## src/rtl/uart_alu_sequencer.sv

```systemverilog
// rtl/uart_alu_sequencer.sv - frame sequencer between UART RX FIFO, ALU and UART TX FIFO
//
// Pops operand A, operand B and opcode from the RX FIFO, holds them stable
// for the combinational ALU, captures the result, and pushes it into the TX FIFO.
// A per-byte watchdog in GET_B/GET_OP drops incomplete frames so that a lost
// byte cannot shift the operand/opcode order of the following frames.
//
// Ports:
//   clk, rst_n              clock, asynchronous active-low reset
//   rx_empty, rx_r_data     RX FIFO status and head word
//   rx_rd                   RX FIFO pop strobe (combinational)
//   tx_full                 TX FIFO full flag
//   tx_wr, tx_w_data        TX FIFO push strobe (combinational) and data
//   alu_a, alu_b, alu_op    registered ALU operands and opcode
//   alu_result              combinational ALU result
//   busy                    high whenever a frame is in progress
//   frame_cnt               completed frames, wrapping
//   err_cnt                 aborted frames, saturating
//   timeout                 one-cycle pulse on frame abort
module uart_alu_sequencer #(
    parameter int DBIT      = 8,
    parameter int OPW       = 6,
    parameter int TO_CYCLES = 50000,
    parameter int TO_W      = 16
) (
    input  logic            clk,
    input  logic            rst_n,
    input  logic            rx_empty,
    input  logic [DBIT-1:0] rx_r_data,
    output logic            rx_rd,
    input  logic            tx_full,
    output logic            tx_wr,
    output logic [DBIT-1:0] tx_w_data,
    output logic [DBIT-1:0] alu_a,
    output logic [DBIT-1:0] alu_b,
    output logic [OPW-1:0]  alu_op,
    input  logic [DBIT-1:0] alu_result,
    output logic            busy,
    output logic [7:0]      frame_cnt,
    output logic [7:0]      err_cnt,
    output logic            timeout
);

    typedef enum logic [2:0] {
        GET_A  = 3'd0,
        GET_B  = 3'd1,
        GET_OP = 3'd2,
        EXEC   = 3'd3,
        PUT    = 3'd4
    } state_t;

    localparam logic [TO_W-1:0] TO_LAST = TO_W'(TO_CYCLES - 1);

    state_t          state;
    state_t          state_next;
    logic [TO_W-1:0] to_cnt;
    logic            watch;

    always_comb begin
        state_next = state;
        rx_rd      = 1'b0;
        tx_wr      = 1'b0;
        timeout    = 1'b0;
        watch      = 1'b0;
        case (state)
            GET_A: begin
                // Gated with reset so the pop strobe reads 0 while reset is held,
                // even though GET_A would otherwise pop a waiting byte.
                rx_rd = rst_n && !rx_empty;
                if (rx_rd) state_next = GET_B;
            end
            GET_B, GET_OP: begin
                watch = 1'b1;
                rx_rd = rst_n && !rx_empty;
                if (rx_rd) begin
                    state_next = (state == GET_B) ? GET_OP : EXEC;
                end else if (to_cnt == TO_LAST) begin
                    // An arriving byte takes priority over the abort.
                    state_next = GET_A;
                    timeout    = 1'b1;
                end
            end
            EXEC: begin
                state_next = PUT;
            end
            PUT: begin
                tx_wr = !tx_full;
                if (tx_wr) state_next = GET_A;
            end
            default: begin
                state_next = GET_A;
            end
        endcase
    end

    assign busy = (state != GET_A);

    always_ff @(posedge clk or negedge rst_n) begin
        if (!rst_n) begin
            state <= GET_A;
        end else begin
            state <= state_next;
        end
    end

    always_ff @(posedge clk or negedge rst_n) begin
        if (!rst_n) begin
            alu_a     <= '0;
            alu_b     <= '0;
            alu_op    <= '0;
            tx_w_data <= '0;
            frame_cnt <= '0;
            err_cnt   <= '0;
            to_cnt    <= '0;
        end else begin
            if (rx_rd) begin
                case (state)
                    GET_A:   alu_a  <= rx_r_data;
                    GET_B:   alu_b  <= rx_r_data;
                    GET_OP:  alu_op <= rx_r_data[OPW-1:0];
                    default: ;
                endcase
            end
            if (state == EXEC) tx_w_data <= alu_result;
            if (tx_wr) frame_cnt <= frame_cnt + 8'd1;
            if (timeout && (err_cnt != 8'hFF)) err_cnt <= err_cnt + 8'd1;
            // Counts empty cycles since the last pop; any pop, abort or
            // leaving the watched states returns it to zero.
            if (watch && rx_empty && !timeout) begin
                to_cnt <= to_cnt + 1'b1;
            end else begin
                to_cnt <= '0;
            end
        end
    end

endmodule

```

## config.mk

```make
export PLATFORM = sky130hd
export DESIGN_NAME = uart_alu_sequencer
export DESIGN_NICKNAME = d
export VERILOG_FILES = /design/src/rtl/uart_alu_sequencer.sv
export SDC_FILE = /design/constraint.sdc
export NUM_CORES = 1
export LEC_CHECK = 0
export ABC_AREA = 1
export ABC_CLOCK_PERIOD_IN_PS = 1650
export BUFFER_PORTS_ARGS = -buffer_cell sky130_fd_sc_hd__buf_2
export CORE_MARGIN = 5
export CORE_UTILIZATION = 34
export DETAILED_ROUTE_END_ITERATION = 16
export PLACE_DENSITY = 0.53
export SETUP_SLACK_MARGIN = 0.05
export SYNTH_ARGS = -nofsm -noshare
export SYNTH_HDL_FRONTEND = slang
export SYNTH_SLANG_ARGS = --single-unit
```

## constraint.sdc

```tcl
create_clock -name clk -period 1.65 [get_ports clk]
set_input_delay 0.165 -clock clk [delete_from_list [all_inputs] [get_ports clk]]
set_output_delay 0.165 -clock clk [all_outputs]
set_load 0.05 [all_outputs]
```

==> results of run 1 <==
area by class of cell:
class | instances | area share [%]
Multi-Input combinational cell | 234 | 33.4
Inverter | 29 | 2.73
Clock buffer | 9 | 3.04
Tap cell | 108 | 3.32
Sequential cell | 65 | 40.0
Timing Repair Buffer | 101 | 15.1
Clock inverter | 7 | 2.33
cell usage in the layout, fill, tap and decap left out, types with 3 or more instances in the layout:
master / netlist / routed
sky130_fd_sc_hd__dfrtp_1: 65 / 62
sky130_fd_sc_hd__clkbuf_8: 0 / 9
sky130_fd_sc_hd__buf_6: 2 / 4
sky130_fd_sc_hd__nand3_4: 1 / 3
sky130_fd_sc_hd__inv_1: 27 / 26
sky130_fd_sc_hd__nor2_4: 3 / 5
sky130_fd_sc_hd__nand4_1: 12 / 12
sky130_fd_sc_hd__dfrtp_2: 0 / 3
sky130_fd_sc_hd__nand3_1: 19 / 15
sky130_fd_sc_hd__nand2_4: 1 / 3
sky130_fd_sc_hd__nand2_1: 87 / 83
sky130_fd_sc_hd__nand3b_1: 3 / 3
sky130_fd_sc_hd__nand2_2: 2 / 4
sky130_fd_sc_hd__xor2_1: 9 / 9
sky130_fd_sc_hd__nor2_1: 40 / 31
sky130_fd_sc_hd__nor3_1: 4 / 4
sky130_fd_sc_hd__buf_4: 0 / 30
sky130_fd_sc_hd__mux2_2: 8 / 8
sky130_fd_sc_hd__nor2_2: 2 / 9
sky130_fd_sc_hd__buf_2: 0 / 66
sky130_fd_sc_hd__xnor2_1: 5 / 5
sky130_fd_sc_hd__o21ai_0: 23 / 23
sky130_fd_sc_hd__nor3b_1: 4 / 4
worst register-to-register path: stages (launching register included):
cell and delay, ns:
sky130_fd_sc_hd__dfrtp_1 0.40, sky130_fd_sc_hd__ha_4 0.17, sky130_fd_sc_hd__nand3_4 0.08, sky130_fd_sc_hd__nor2_2 0.13
sky130_fd_sc_hd__nand2_2 0.08, sky130_fd_sc_hd__nor2_4 0.11, sky130_fd_sc_hd__buf_4 0.12, sky130_fd_sc_hd__buf_4 0.11
sky130_fd_sc_hd__buf_6 0.10, sky130_fd_sc_hd__nand3_1 0.06, sky130_fd_sc_hd__nand2_1 0.06, sky130_fd_sc_hd__nand2_1 0.04
state kept, by name, summed over array words and instances, names as in the netlist:
| name | flops |
|---|---|
| frame_cnt | 8 |
| state | 3 |
| alu_a | 8 |
| err_cnt | 8 |
| alu_b | 8 |
| to_cnt | 16 |
| alu_op | 6 |
| tx_w_data | 8 |
power breakdown:
group	switching [W]	leakage, nW	internal [W]
Sequential	0.000255	0.848	0.00202
Combinational	0.00233	1.09	0.000895
Clock	0.000621	0.109	0.000850
metal layers:
metal	vias to the layer above	global-route usage, %	routed length, um
met1	1158	17.9	3280
met5	-	0	0
met4	0	4.16	79
met3	6	5.52	528
li1	1287	-	-
met2	56	21.5	3210
stage by stage:
stage | utilization, % | total power, W
global route | 46.9 | 0.00741
detailed placement | 41.3 | 0.00523
CTS | 45.9 | 0.00701
floorplan | - | 0.00450
global placement | 41.3 | 0.00520
finish | 46.9 | 0.00697
cells by family after synthesis:
kind of cell    after synthesis  synth area share (%)
simple gates                181                  28.0
flops                        65                  54.1
buf+inv                      34                  4.74
compound gates               28                  4.87
xor+xnor                     14                  4.08
mux                           8                  3.00
fa+ha+maj                     3                  1.25
timing repair:
| action | 4_1_cts | 5_1_grt |
|---|---|---|
| pin swaps | 11 | 6 |
| buffers inserted | 13 | 5 |
| resized for setup | 23 | 13 |
| setup endpoints to repair | 3 | 16 |
worst max-delay path by stage:
stage                     startpoint    endpoint  cells after the start
final                      to_cnt[1]     timeout                      6
after global routing      to_cnt[12]     timeout                      6
after CTS                  to_cnt[1]     timeout                      6
after detailed placement   to_cnt[0]     timeout                      6
after global placement    err_cnt[0]  err_cnt[0]                      7
after floorplan             state[2]  err_cnt[2]                      8
==> impl_summary.log, run 1 <==
INFO  metric die-area = 10800 sq um
INFO  metric wl_per_cell = 12.8 um
INFO  metric h-tree-depth = 3
INFO  metric globalRouteOverflowTotal = 0
INFO  metric final_hold_viol_count = 0
INFO  metric clock-root-buffer = sky130_fd_sc_hd__clkbuf_8
INFO  metric wl = 7.10 mm
INFO  metric final.min_clock_period = 1.63 ns
INFO  metric cts_tree = built
INFO  metric crit-reg2reg-launch = to_cnt[1]
INFO  metric cts-hold-fix-buffers = 0
INFO  metric chipWidth = between 100 and 150 um
INFO  metric netlist-cell-type-count = 28
INFO  metric cts_sinks = 65
INFO  metric synth_warnings = 0
INFO  metric max-cap-violations = 0
INFO  metric die_h = 104 um
INFO  metric clk_pin_slew_worst_paths = roughly 0.07 ns
INFO  metric fillers = 882
INFO  metric critical_path.top_delay_family = flip-flops
INFO  metric final.setup.tns = 0 ns
INFO  metric area_delta_synth_final = 35.5%
INFO  metric p_leak = between 2 and 2.5 nW
INFO  metric setup.worst_path.start_class = register
INFO  metric final_max_slew_viols = 0
INFO  metric ys_ff_latch = 65
INFO  metric placement_rows = 34
INFO  metric maxSlewHeadroom = between 40% and 50%
INFO  metric synthCells = about 330
INFO  metric r2r.worst_path.cells = 11
INFO  metric crit_fanout = 3
INFO  metric synth_area_leader_cell = sky130_fd_sc_hd__dfrtp_1
INFO  metric synthMostInstantiatedCell = sky130_fd_sc_hd__nand2_1
INFO  metric synthesis.area_per_instance = between 9 and 10 sq um
INFO  metric critical_path_sink_type = output port
INFO  metric cp_slowest_cell = sky130_fd_sc_hd__dfrtp_1
INFO  metric dr.pass1.iters = 4
INFO  metric synth-seq-area-share = 54.1%
INFO  metric routabilityCongestion = 0.829
INFO  metric hold_class = in -> async
INFO  metric insertedDiodeCount = 0
INFO  metric grt_pass1_wl = 12.4 mm
INFO  metric antenna_found_initial = 0
INFO  metric dpl_worst_slack = 0.0684 ns
INFO  metric grt_start_max_net_pins = 66
INFO  metric worstReg2RegEnd = err_cnt[2]
INFO  metric dpl.hpwl = 4.99 mm
INFO  metric async_reset_ff_share = 100%
INFO  metric layout.nets = 463
INFO  metric postSynth.topFlopCell = sky130_fd_sc_hd__dfrtp_1
INFO  metric timing.critical_path.buf_inv = 1
INFO  metric detailroute.via_count = between 2000 and 3000
INFO  metric dpl.cell_count = approximately 520
INFO  metric cellPowerDensity = between 1500 and 2000 nW/um^2
INFO  metric report.final.setup_viol = 0
INFO  metric rsz_0062_raised_after_global_routing = yes
INFO  metric ff2ff_setup_slack = 0.09 ns
INFO  metric worstPathRequired = 1.48 ns
INFO  metric synth.top_cells.by_area = sky130_fd_sc_hd__dfrtp_1 54%, sky130_fd_sc_hd__nand2_1 11%, sky130_fd_sc_hd__nor2_1 5.0%
INFO  metric port-buffer-count = 69
INFO  metric tightestPinTransition = 0.814 ns
INFO  metric register_area = 1630 sq um
INFO  metric path_cells = ha_4, nand3_4, nor2_2, nand2_2, nor2_4, buf_6
INFO  metric grt_util_all_layers = 13.9%
INFO  metric hold_slack = a little under 0.05 ns
INFO  metric first_iter_violations = 77
INFO  metric drc = 0
INFO  metric layout_setup_ws = 0.0236 ns
INFO  metric number_of_enable_flip_flop_cells_after_synthesis = 0
INFO  metric layout.cells.non_filler = 553
INFO  metric final_layout_size_suffix_gt1_share = a little over a third
INFO  metric outcome = complete, no violations
INFO  metric worst_skew_pair.late_latency = about 0.33 ns
INFO  metric post_synth_most_frequent_cells = 87 x sky130_fd_sc_hd__nand2_1, 65 x sky130_fd_sc_hd__dfrtp_1, 40 x sky130_fd_sc_hd__nor2_1
INFO  metric final_cell_area = ~4100 sq um
INFO  metric post-route-period-util = 98.6%
INFO  metric clockBufferDepth = 2
INFO  metric power.ir.vdd_worst = 1090 uV
INFO  metric first_global_vias = roughly 2600
INFO  metric arrival = 1.46 ns
INFO  metric max_freq = 0.615 GHz
INFO  metric num_io_pins = 70
INFO  metric netlist_area = 3010 sq um
INFO  metric route.antenna.remaining_nets = 0
INFO  metric placeableCoreArea = 8680 sq um
INFO  metric initial_core_util = around a third
INFO  metric cts_buffers = 9
INFO  metric fin_worst_skew = 0.0129 ns
INFO  metric slowest_delay = 0.40 ns
INFO  metric synthesis.nets = roughly 360
INFO  metric setup.worst_path.class = reg -> out
INFO  metric synth_top_area_share = 54.1%
INFO  metric multiInputGateArea = 1360 sq um
INFO  metric post_dp_cell_area = 3580 sq um
INFO  metric detail_route.vias_per_cell = 4.53
Note: power is estimated with default switching activity, not from simulation.
==> run 2: changes to the inputs <==
- ABC_CLOCK_PERIOD_IN_PS: 1650 -> not set
- CORE_UTILIZATION: 34 -> 53
- PLACE_DENSITY: 0.53 -> 0.77
==> run 2 against run 1 <==
Effect of this change:
- critical path depth is the same
- die area shrank 33%
- fmax shrank 1.3%
- worst hold slack lost 0.017 ns
- highest routed layer unchanged
==> impl_summary.log, run 2 (same netlist as run 1, synthesis figures left out) <==
INFO  metric first_global_vias = 2469
INFO  metric combPwrFrac = 47.2%
INFO  metric mostFrequentLayoutCells = 83 x sky130_fd_sc_hd__nand2_1, 65 x sky130_fd_sc_hd__buf_2, 61 x sky130_fd_sc_hd__dfrtp_1, 29 x sky130_fd_sc_hd__nor2_1, 27 x sky130_fd_sc_hd__buf_4
INFO  metric post-route-period-util = 99.8%
INFO  metric top_register = to_cnt
INFO  metric cp_slowest_cell = sky130_fd_sc_hd__dfrtp_1
INFO  metric critical_path_sink_type = output port
INFO  metric initial_core_util = 54.6%
INFO  metric final.min_clock_period = approximately 1.6 ns
INFO  metric wl_per_cell = about 14 um
INFO  metric h-tree-depth = 3
INFO  metric setup.worst_path.class = reg -> out
INFO  metric worst_skew_pair.late_latency = roughly 0.34 ns
INFO  metric crit_path_frequent_cell = sky130_fd_sc_hd__nor2_4
INFO  metric switchingPower = about 0.0032 W
INFO  metric cellPowerDensity = 1720 nW/um^2
INFO  metric clockBufferDepth = 2
INFO  metric critical_path.top_delay_family = simple AND/OR/NAND/NOR gates
INFO  metric part_of_the_total_power_dissipated_in_sequential_elements = 33.5%
INFO  metric antenna_found_initial = 0
INFO  metric clock-root-buffer = sky130_fd_sc_hd__clkbuf_8
INFO  metric port-buffer-count = 69
INFO  metric die_h = 85.3 um
INFO  metric power.ir.vdd_worst = between 1000 and 1500 uV
INFO  metric dpl.hpwl = 4.46 mm
INFO  metric crit_fanout = 3
INFO  metric dpl.cell_count = around 480
INFO  metric swShare = 46.7%
INFO  metric area_delta_synth_final = 32.6%
INFO  metric cts-hold-fix-buffers = 0
INFO  metric grt_start_max_net_pins = 66
INFO  metric cts_sinks = 65
INFO  metric dr.pass1.iters = 4
INFO  metric detail_route.vias_per_cell = approximately 5
INFO  metric maxSlewHeadroom = 47.5%
INFO  metric fin_total_pwr = 0.00688 W
INFO  metric power.internal = 0.00366 W
INFO  metric layout.cells.non_filler = 513
INFO  metric outcome = complete, no violations
INFO  metric globalRouteOverflowTotal = 0
INFO  metric first_iter_violations = 208
INFO  metric tightestPinTransition = 0.788 ns
INFO  metric worstPathRequired = 1.48 ns
INFO  metric detailroute.via_count = 2557
INFO  metric placeableCoreArea = 5510 sq um
INFO  metric grt_pass1_wl = about 11 mm
INFO  metric grt_util_all_layers = 19.6%
INFO  metric clockPowerShare = just under 20%
INFO  metric max-cap-violations = 0
INFO  metric final_max_slew_viols = 0
INFO  metric slowest_delay = 0.36 ns
INFO  metric placement_rows = 27
INFO  metric arrival = 1.48 ns
INFO  metric report.final.setup_viol = 0
INFO  metric cts_buffers = 9
INFO  metric wl = 6.95 mm
INFO  metric mostFrequentLayoutCell = sky130_fd_sc_hd__nand2_1
INFO  metric num_io_pins = 70
INFO  metric routabilityCongestion = 0.821
INFO  metric path_cells = ha_2, nand3_4, nor2_4, nand2_2, nor2_4, buf_6
INFO  metric cts_tree = built
INFO  metric drc = 0
INFO  metric route.antenna.remaining_nets = 0
INFO  metric chipWidth = 85.3 um
INFO  metric max_freq = between 0.6 and 0.7 GHz
INFO  metric p_leak = 2.01 nW
INFO  metric timing.critical_path.buf_inv = 1
INFO  metric fillers = between 300 and 400
INFO  metric fin_worst_skew = between 0.007 and 0.008 ns
INFO  metric rsz_0062_raised_after_global_routing = yes
INFO  metric layout.nets = 459
INFO  metric insertedDiodeCount = 0
INFO  metric final_layout_size_suffix_gt1_share = 36.3%
INFO  metric die-area = 7280 sq um
INFO  metric setup.worst_path.start_class = register
INFO  metric clk_pin_slew_worst_paths = 0.07 ns
INFO  metric final_hold_viol_count = 0
INFO  metric largest_register_ffs = 16
INFO  metric hold_class = in -> async
run 2: cell count changes in the layout (fill, tap and decap cells not counted), moves of 2 or more:
cell                       delta
sky130_fd_sc_hd__buf_4        -3
sky130_fd_sc_hd__clkinv_4     -2
sky130_fd_sc_hd__nor2_1       -2
sky130_fd_sc_hd__nor2_4       +2
run 2: cell type report:
class                      instances  area, sq um  share of cell area [%]
clock inverter                     5         55.1                    1.38
tap                               72         90.1                    2.26
timing repair buffer              96          573                    14.4
multi-input combinational        235         1380                    34.7
inverter                          29          111                    2.79
clock buffer                      11          141                    3.55
sequential                        65         1630                    40.9
run 2: worst register-to-register path, cell delays in order, from the launching register on:
cell                      delay (ns)
sky130_fd_sc_hd__dfrtp_1        0.36
sky130_fd_sc_hd__ha_2           0.22
sky130_fd_sc_hd__buf_4          0.13
sky130_fd_sc_hd__nand2_1        0.12
sky130_fd_sc_hd__nor2_4         0.17
sky130_fd_sc_hd__nand2_1        0.10
sky130_fd_sc_hd__nor2_2         0.15
sky130_fd_sc_hd__nand2_1        0.07
sky130_fd_sc_hd__nor2_1         0.09
sky130_fd_sc_hd__nor3_1         0.05
run 2: per-stage QoR:
stage / hold slack [ns] / setup WS (ns) / instance area [sq um] / TNS (ns) / utilization, %
after detailed placement: 0.401 / 0.0655 / 3490 / 0 / 63.4
after global placement: 0.395 / 0.161 / 3490 / 0 / 63.4
after CTS: 0.0447 / 0.0231 / 3820 / 0 / 69.5
after floorplan: -0.131 / 0.0226 / 3030 / 0 / -
after global routing: 0.0439 / -0.0809 / 3990 / -0.164 / 72.4
final: 0.0320 / 0.00262 / 3990 / 0 / 72.4
run 2: power groups by stage:
stage	clock network [W]	logic (W)	registers (W)
after detailed placement	0	0.00289	0.00229
final	0.00133	0.00325	0.00230
after global routing	0.00145	0.00346	0.00237
after CTS	0.00135	0.00302	0.00229
after global placement	0	0.00284	0.00229
after floorplan	0	0.000876	0.00362
run 2: final timing paths:
| kind | from | endpoint | slack [ns] | cells past startpoint |
|---|---|---|---|---|
| max | to_cnt[1] | timeout | 0.003 | 6 |
| max reg2reg | to_cnt[1] | to_cnt[14] | 0.08 | 9 |
| min in group clk | alu_result[7] | tx_w_data[7] | 0.06 | 2 |
| max in group asynchronous | rst_n | err_cnt[0] | 1.05 | 2 |
| min | rst_n | to_cnt[11] | 0.03 | 2 |
| min reg2reg | frame_cnt[7] | frame_cnt[7] | 0.47 | 1 |
run 2: what timing repair did:
action,CTS,global route
setup endpoints to repair,3,15
pin swaps,5,11
resized for setup,21,20
setup buffers,10,9
gates cloned,0,1
run 2: layer usage:
layer  wire length, um  GRT usage [%]  up-vias
met3               541           5.53        5
met5                 0              0        -
met2              3140           28.2       84
li1                  -              -     1285
met4                71           9.06        0
met1              3200           27.3     1183
